File: src/rtl/clock_time_ctrl.sv
// clock_time_ctrl: timekeeping and time-setting controller for the digital clock.
// Counts BCD hh:mm:ss from the divider's 1 Hz square wave and runs a three-state
// mode FSM (RUN / SET_HR / SET_MIN) driven by two debounced buttons.
// Optional feature macro: CHIME_CTRL_EN adds the hourly chime port and its timer.
//
// state      | meaning
// -----------+-----------------------------------------------------------
// ST_RUN     | time advances on each 1 Hz rise, sec_tick pulses
// ST_SET_HR  | time frozen, btn_inc advances hours (no carry)
// ST_SET_MIN | time frozen, btn_inc advances minutes (no carry); exit zeroes sec
module clock_time_ctrl #(
  parameter int HOUR_24    = 1,
  parameter int CHIME_SECS = 2
) (
  input  logic       clk,
  input  logic       rst_n,
  input  logic       sq_1hz,
  input  logic       btn_mode,
  input  logic       btn_inc,
  output logic [7:0] hr_bcd,
  output logic [7:0] min_bcd,
  output logic [7:0] sec_bcd,
  output logic       sec_tick,
  output logic       blink_hr,
  output logic       blink_min,
  output logic [1:0] mode_st
`ifdef CHIME_CTRL_EN
  ,
  output logic       chime
`endif
);

  typedef enum logic [1:0] {
    ST_RUN     = 2'd0,
    ST_SET_HR  = 2'd1,
    ST_SET_MIN = 2'd2
  } state_t;

  localparam logic [7:0] HR_RESET = (HOUR_24 != 0) ? 8'h00 : 8'h12;

  // Chime length outside 1..15 cannot be held by the 4-bit timer.
  if (CHIME_SECS < 1 || CHIME_SECS > 15) begin : g_bad_chime
    $error("CHIME_SECS must be in 1..15");
  end

  state_t state, state_nxt;
  logic   sq_q, mode_q, inc_q;
  logic   sq_rise, mode_rise, inc_rise;
  logic   count_sec, inc_hr_ev, inc_min_ev, clear_sec;

  function automatic logic [7:0] bcd_inc(input logic [7:0] v);
    if (v[3:0] == 4'd9) bcd_inc = {v[7:4] + 4'd1, 4'd0};
    else                bcd_inc = {v[7:4], v[3:0] + 4'd1};
  endfunction

  function automatic logic [7:0] inc_60(input logic [7:0] v);
    inc_60 = (v == 8'h59) ? 8'h00 : bcd_inc(v);
  endfunction

  function automatic logic [7:0] inc_hour(input logic [7:0] v);
    if (HOUR_24 != 0) inc_hour = (v == 8'h23) ? 8'h00 : bcd_inc(v);
    else              inc_hour = (v == 8'h12) ? 8'h01 : bcd_inc(v);
  endfunction

  assign sq_rise   = sq_1hz   & ~sq_q;
  assign mode_rise = btn_mode & ~mode_q;
  assign inc_rise  = btn_inc  & ~inc_q;
  assign mode_st   = state;

  // Input history for rising-edge detection.
  always_ff @(posedge clk or negedge rst_n) begin
    if (!rst_n) begin
      sq_q   <= 1'b0;
      mode_q <= 1'b0;
      inc_q  <= 1'b0;
    end else begin
      sq_q   <= sq_1hz;
      mode_q <= btn_mode;
      inc_q  <= btn_inc;
    end
  end

  // Mode state register.
  always_ff @(posedge clk or negedge rst_n) begin
    if (!rst_n) state <= ST_RUN;
    else        state <= state_nxt;
  end

  // Next state and datapath strobes; a mode rise always beats a same-cycle inc.
  always_comb begin
    state_nxt  = state;
    count_sec  = 1'b0;
    inc_hr_ev  = 1'b0;
    inc_min_ev = 1'b0;
    clear_sec  = 1'b0;
    case (state)
      ST_RUN: begin
        if (mode_rise) state_nxt = ST_SET_HR;
        else           count_sec = sq_rise;
      end
      ST_SET_HR: begin
        if (mode_rise)     state_nxt = ST_SET_MIN;
        else if (inc_rise) inc_hr_ev = 1'b1;
      end
      ST_SET_MIN: begin
        if (mode_rise) begin
          state_nxt = ST_RUN;
          clear_sec = 1'b1;
        end else if (inc_rise) begin
          inc_min_ev = 1'b1;
        end
      end
      default: state_nxt = ST_RUN;
    endcase
  end

  // Time registers: full carry chain in one update while running, no carry while setting.
  always_ff @(posedge clk or negedge rst_n) begin
    if (!rst_n) begin
      hr_bcd   <= HR_RESET;
      min_bcd  <= 8'h00;
      sec_bcd  <= 8'h00;
      sec_tick <= 1'b0;
    end else begin
      sec_tick <= count_sec;
      if (count_sec) begin
        sec_bcd <= inc_60(sec_bcd);
        if (sec_bcd == 8'h59) begin
          min_bcd <= inc_60(min_bcd);
          if (min_bcd == 8'h59) hr_bcd <= inc_hour(hr_bcd);
        end
      end
      if (inc_hr_ev)  hr_bcd  <= inc_hour(hr_bcd);
      if (inc_min_ev) min_bcd <= inc_60(min_bcd);
      if (clear_sec)  sec_bcd <= 8'h00;
    end
  end

  // Blink enables follow the low half of the 1 Hz wave in the matching set state.
  always_ff @(posedge clk or negedge rst_n) begin
    if (!rst_n) begin
      blink_hr  <= 1'b0;
      blink_min <= 1'b0;
    end else begin
      blink_hr  <= (state_nxt == ST_SET_HR)  & ~sq_1hz;
      blink_min <= (state_nxt == ST_SET_MIN) & ~sq_1hz;
    end
  end

`ifdef CHIME_CTRL_EN
  localparam logic [3:0] CHIME_LEN = CHIME_SECS[3:0];
  logic [3:0] chime_cnt;

  // Hourly chime: starts on the mm:ss roll to 00:00, lasts CHIME_LEN counted seconds.
  always_ff @(posedge clk or negedge rst_n) begin
    if (!rst_n) begin
      chime     <= 1'b0;
      chime_cnt <= 4'd0;
    end else if (state_nxt != ST_RUN) begin
      chime     <= 1'b0;
      chime_cnt <= 4'd0;
    end else if (count_sec) begin
      if (min_bcd == 8'h59 && sec_bcd == 8'h59) begin
        chime     <= 1'b1;
        chime_cnt <= CHIME_LEN;
      end else if (chime_cnt != 4'd0) begin
        chime_cnt <= chime_cnt - 4'd1;
        if (chime_cnt == 4'd1) chime <= 1'b0;
      end
    end
  end
`endif

endmodule

File: config.mk
export PLATFORM = sky130hd
export DESIGN_NAME = clock_time_ctrl
export DESIGN_NICKNAME = d
export VERILOG_FILES = /design/src/rtl/clock_time_ctrl.sv
export SDC_FILE = /design/constraint.sdc
export NUM_CORES = 1
export LEC_CHECK = 0
export ABC_AREA = 0
export CAP_MARGIN = 25
export CORE_ASPECT_RATIO = 0.7
export CORE_UTILIZATION = 45
export CTS_CLUSTER_DIAMETER = 30
export DETAILED_ROUTE_END_ITERATION = 8
export PLACE_DENSITY = 0.76
export SLEW_MARGIN = 20
export SYNTH_ARGS = -nofsm -noshare
export SYNTH_HDL_FRONTEND = slang
export SYNTH_SLANG_ARGS = --single-unit
File: constraint.sdc
create_clock -name clk -period 2.2 [get_ports clk]
set_input_delay 0.55 -clock clk [delete_from_list [all_inputs] [get_ports clk]]
set_output_delay 0.55 -clock clk [all_outputs]
set_load 0.02 [all_outputs]
==> flow_summary_export.csv <==
group,metric,value,unit
timing,setup_viol,0,
power,clockPowerShare,18.3,%
timing,finalHoldViolations,0,
die,die_x,74.0,um
routing,met3_length,150,um
place,io_buffers,33,
setup_path,arrival,2280,ps
power,p_sw,0.000985,W
routing,ant_nets,0,
synthesis,synth_common_cells,"dfrtp_1 (32), nor2_1 (21), ha_1 (10), nand2_1 (10), o21ai_0 (8)",
routing,wl_per_cell,13.1,um
synthesis,ys_ff_latch,32,
routing,top_layer_used,"met4",
setup_path,max_stage_delay,490,ps
timing,worstMarginPinSlew,398,ps
setup_path,path_class,"primary input to flip-flop",
setup_path,cpMaxStageDelayCell,"clkdlybuf4s50_1",
grt,grt_pass1_wl,5800,um
grt,grt_max_degree,33,
power,combPwrFrac,43.0,%
die,coreArea,3300,um^2
clocking,cts_made_buffers,5,
power,cellLeakagePower,0.967,nW
synthesis,async_reset_ff_share,100,%
synthesis,synth_cell_types,37,
routing,drc,0,
routing,drt-initial-drc-count,38,
clocking,htree_num_levels,2,
final_layout,nets,220,
final_layout,num_antenna_cells,0,
final_layout,final_util,65.9,%
clocking,clkTransAtPathRegs,60,ps
grt,antenna_found_initial,0,
power,p_int,0.00155,W
synthesis,avgSynthCellArea,10.4,um^2
clocking,ctsHoldBuffers,0,
status,status,"finished, final reports clean",
synthesis,synth_most_common_cell,"dfrtp_1",
routing,viasPerCell,5.18,
setup_path,end_kind,"flip-flop",
routing,wl_met1,1580,um
synthesis,syn_nets,172,
grt,overflow,0,
final_layout,layout-drive-gt1-share,13.1,%
place,globalplace.congestion,0.792,
power,switching_share,38.8,%
setup_path,required,2370,ps
setup_path,cp_max_fo,6,
synthesis,netlist.area_leader.share,49.0,%
final_layout,multiInputGateArea,796,um^2
synthesis,yosys_warnings,0,
run,drv_cap,0,
routing,vias,1310,
synthesis,synth-edff-count,0,
min_path,min_path_type,"flip-flop to flip-flop",
timing,whs,506,ps
final_layout,layout.filler_cells,263,
clocking,post-cts-setup-buffers,0,
grt,grt_util_all_layers,20.7,%
synthesis,synthCells,157,
synthesis,synth_ff_type,"dfrtp_1",
setup_path,cp_top_family,"compound AO/OA/AOI/OAI gates",
power,seqPwrFrac,38.8,%
setup_path,crit_chain,"clkdlybuf4s50_1 > nor4b_4 > and4_4 > a41o_2 > o21ai_2 > a221o_1",
die,start_util,49.6,%
synthesis,synth_area_leaders,"dfrtp_1 (49%), ha_1 (7.7%), nor2_1 (4.8%)",
timing,fmax,0.473,GHz
synthesis,yosysSeqAreaShare,49.0,%
final_layout,ff_latch_area,801,um^2
setup_path,critPathLaunchType,"primary input",
timing,min_period,2110,ps
timing,slew_viol_final,0,
place,dpl.hpwl,2540,um
die,fp.dieH,52.4,um
die,core.rowCount,17,
clocking,cts_tree,"built",
grt,grt_pass1_vias,1327,
power,peakVddDrop,713,uV
setup_path,critPathBufInv,1,
timing,skew,4.45,ps
synthesis,syn-cell-area,1630,um^2
power,powerDensity,1170,nW/um^2
clocking,cts_root_buf,"clkbuf_8",
clocking,clkSinkCount,32,
timing,rsz0062_at_grt,"false",
clocking,ctsResizeCount,0,
clocking,clock_path_buffers,2,
timing,post-route-period-util,96.0,%
synthesis,yosys.area.top_type,"dfrtp_1",
routing,dr.pass1.iters,4,
routing,wirelength,3320,um
final_layout,area_growth,33.0,%
clocking,clk_latency,280,ps
die,dieArea,3880,um^2
routing,dr_wl_met2,1530,um
timing,max_slew_margin,73.5,%
die,io_pins,34,
-- through the flow --
step / setup slack, ps / cell area (um^2) / power (W) / setup TNS (ps) / cells
after floorplan: 274 / 1630 / 0.00158 / 0 / 157
after global placement: -159 / 2080 / 0.00203 / -1210 / 245
after detailed placement: -187 / 2080 / 0.00208 / -1640 / 245
after CTS: 98.7 / 2170 / 0.00256 / 0 / 253
after global routing: 5.93 / 2170 / 0.00272 / 0 / 253
final: 87.9 / 2170 / 0.00254 / 0 / 253
-- cell usage in the layout, fill, tap and decap left out, drive strengths merged, types with 2 or more instances in the layout --
cell	synthesis	routed
nand2	10	10
and2	2	2
dfrtp	32	32
nor3b	2	2
nand2b	5	5
mux2i	2	2
buf	1	10
nor4b	2	2
clkbuf	1	8
nand4	2	2
ha	10	10
o21ai	9	9
mux2	6	6
a21o	2	2
and3	4	4
clkdlybuf4s50	0	33
nor2	21	21
nor3	6	6
inv	6	6
a21oi	7	7
nand3	5	5
nor2b	5	5
xnor2	5	5
-- worst reg2reg max path, stage by stage, from the launching register on --
cell	delay, ps
dfrtp_1	450
nor4b_4	380
and4_4	290
a41o_2	260
o21ai_2	70
a221o_1	340
-- final timing paths --
path	to	slack [ps]	cells past startpoint	startpoint
max	hr_bcd[3]	90	6	sq_1hz
min	hr_bcd[7]	510	1	hr_bcd[7]
max reg2reg	hr_bcd[3]	300	5	mode_st[0]
min reg2reg	hr_bcd[7]	510	1	hr_bcd[7]
max in group asynchronous	min_bcd[5]	1250	2	rst_n
min in group asynchronous	sec_bcd[4]	660	2	rst_n
-- power groups by stage --
stage               Sequential [W]  Combinational (W)  Clock (W)
finish                    0.000983            0.00109   0.000463
global route               0.00102            0.00120   0.000501
CTS                       0.000983            0.00110   0.000476
detailed placement        0.000992            0.00109          0
global placement          0.000976            0.00106          0
floorplan                  0.00115           0.000430          0
-- cells by family (layout without fill, tap and decap cells) --
| logic type | count (synthesis) | count (layout) | share of synthesized area (%) |
|---|---|---|---|
| compound gates | 24 | 24 | 9.50 |
| simple gates | 70 | 70 | 23.5 |
| flops | 32 | 32 | 49.0 |
| buf+inv | 8 | 57 | 2.30 |
| xor+xnor | 5 | 5 | 2.68 |
| fa+ha+maj | 10 | 10 | 7.66 |
| mux | 8 | 8 | 5.36 |
-- cell type report --
class                   count  share of cell area, %
clock buffers               8                   4.15
well taps                  47                   2.71
repair buffers             43                   18.7
inverters                   6                   1.04
multi-input cells         117                   36.6
flip-flops and latches     32                   36.8
-- layer usage --
metal / GRT usage (%) / vias up
met1: 25.1 / 631
met2: 32.4 / 30
met5: 0 / -
met3: 8.46 / 8
met4: 9.29 / 0
li1: - / 641
-- registers in the layout, summed over array words and instances, names as in the netlist --
name	flops
sec_tick	1
sq_q	1
inc_q	1
blink_min	1
min_bcd	8
blink_hr	1
sec_bcd	8
hr_bcd	8
mode_q	1
mode_st	2
No activity file was read; power rests on OpenSTA's default activity.
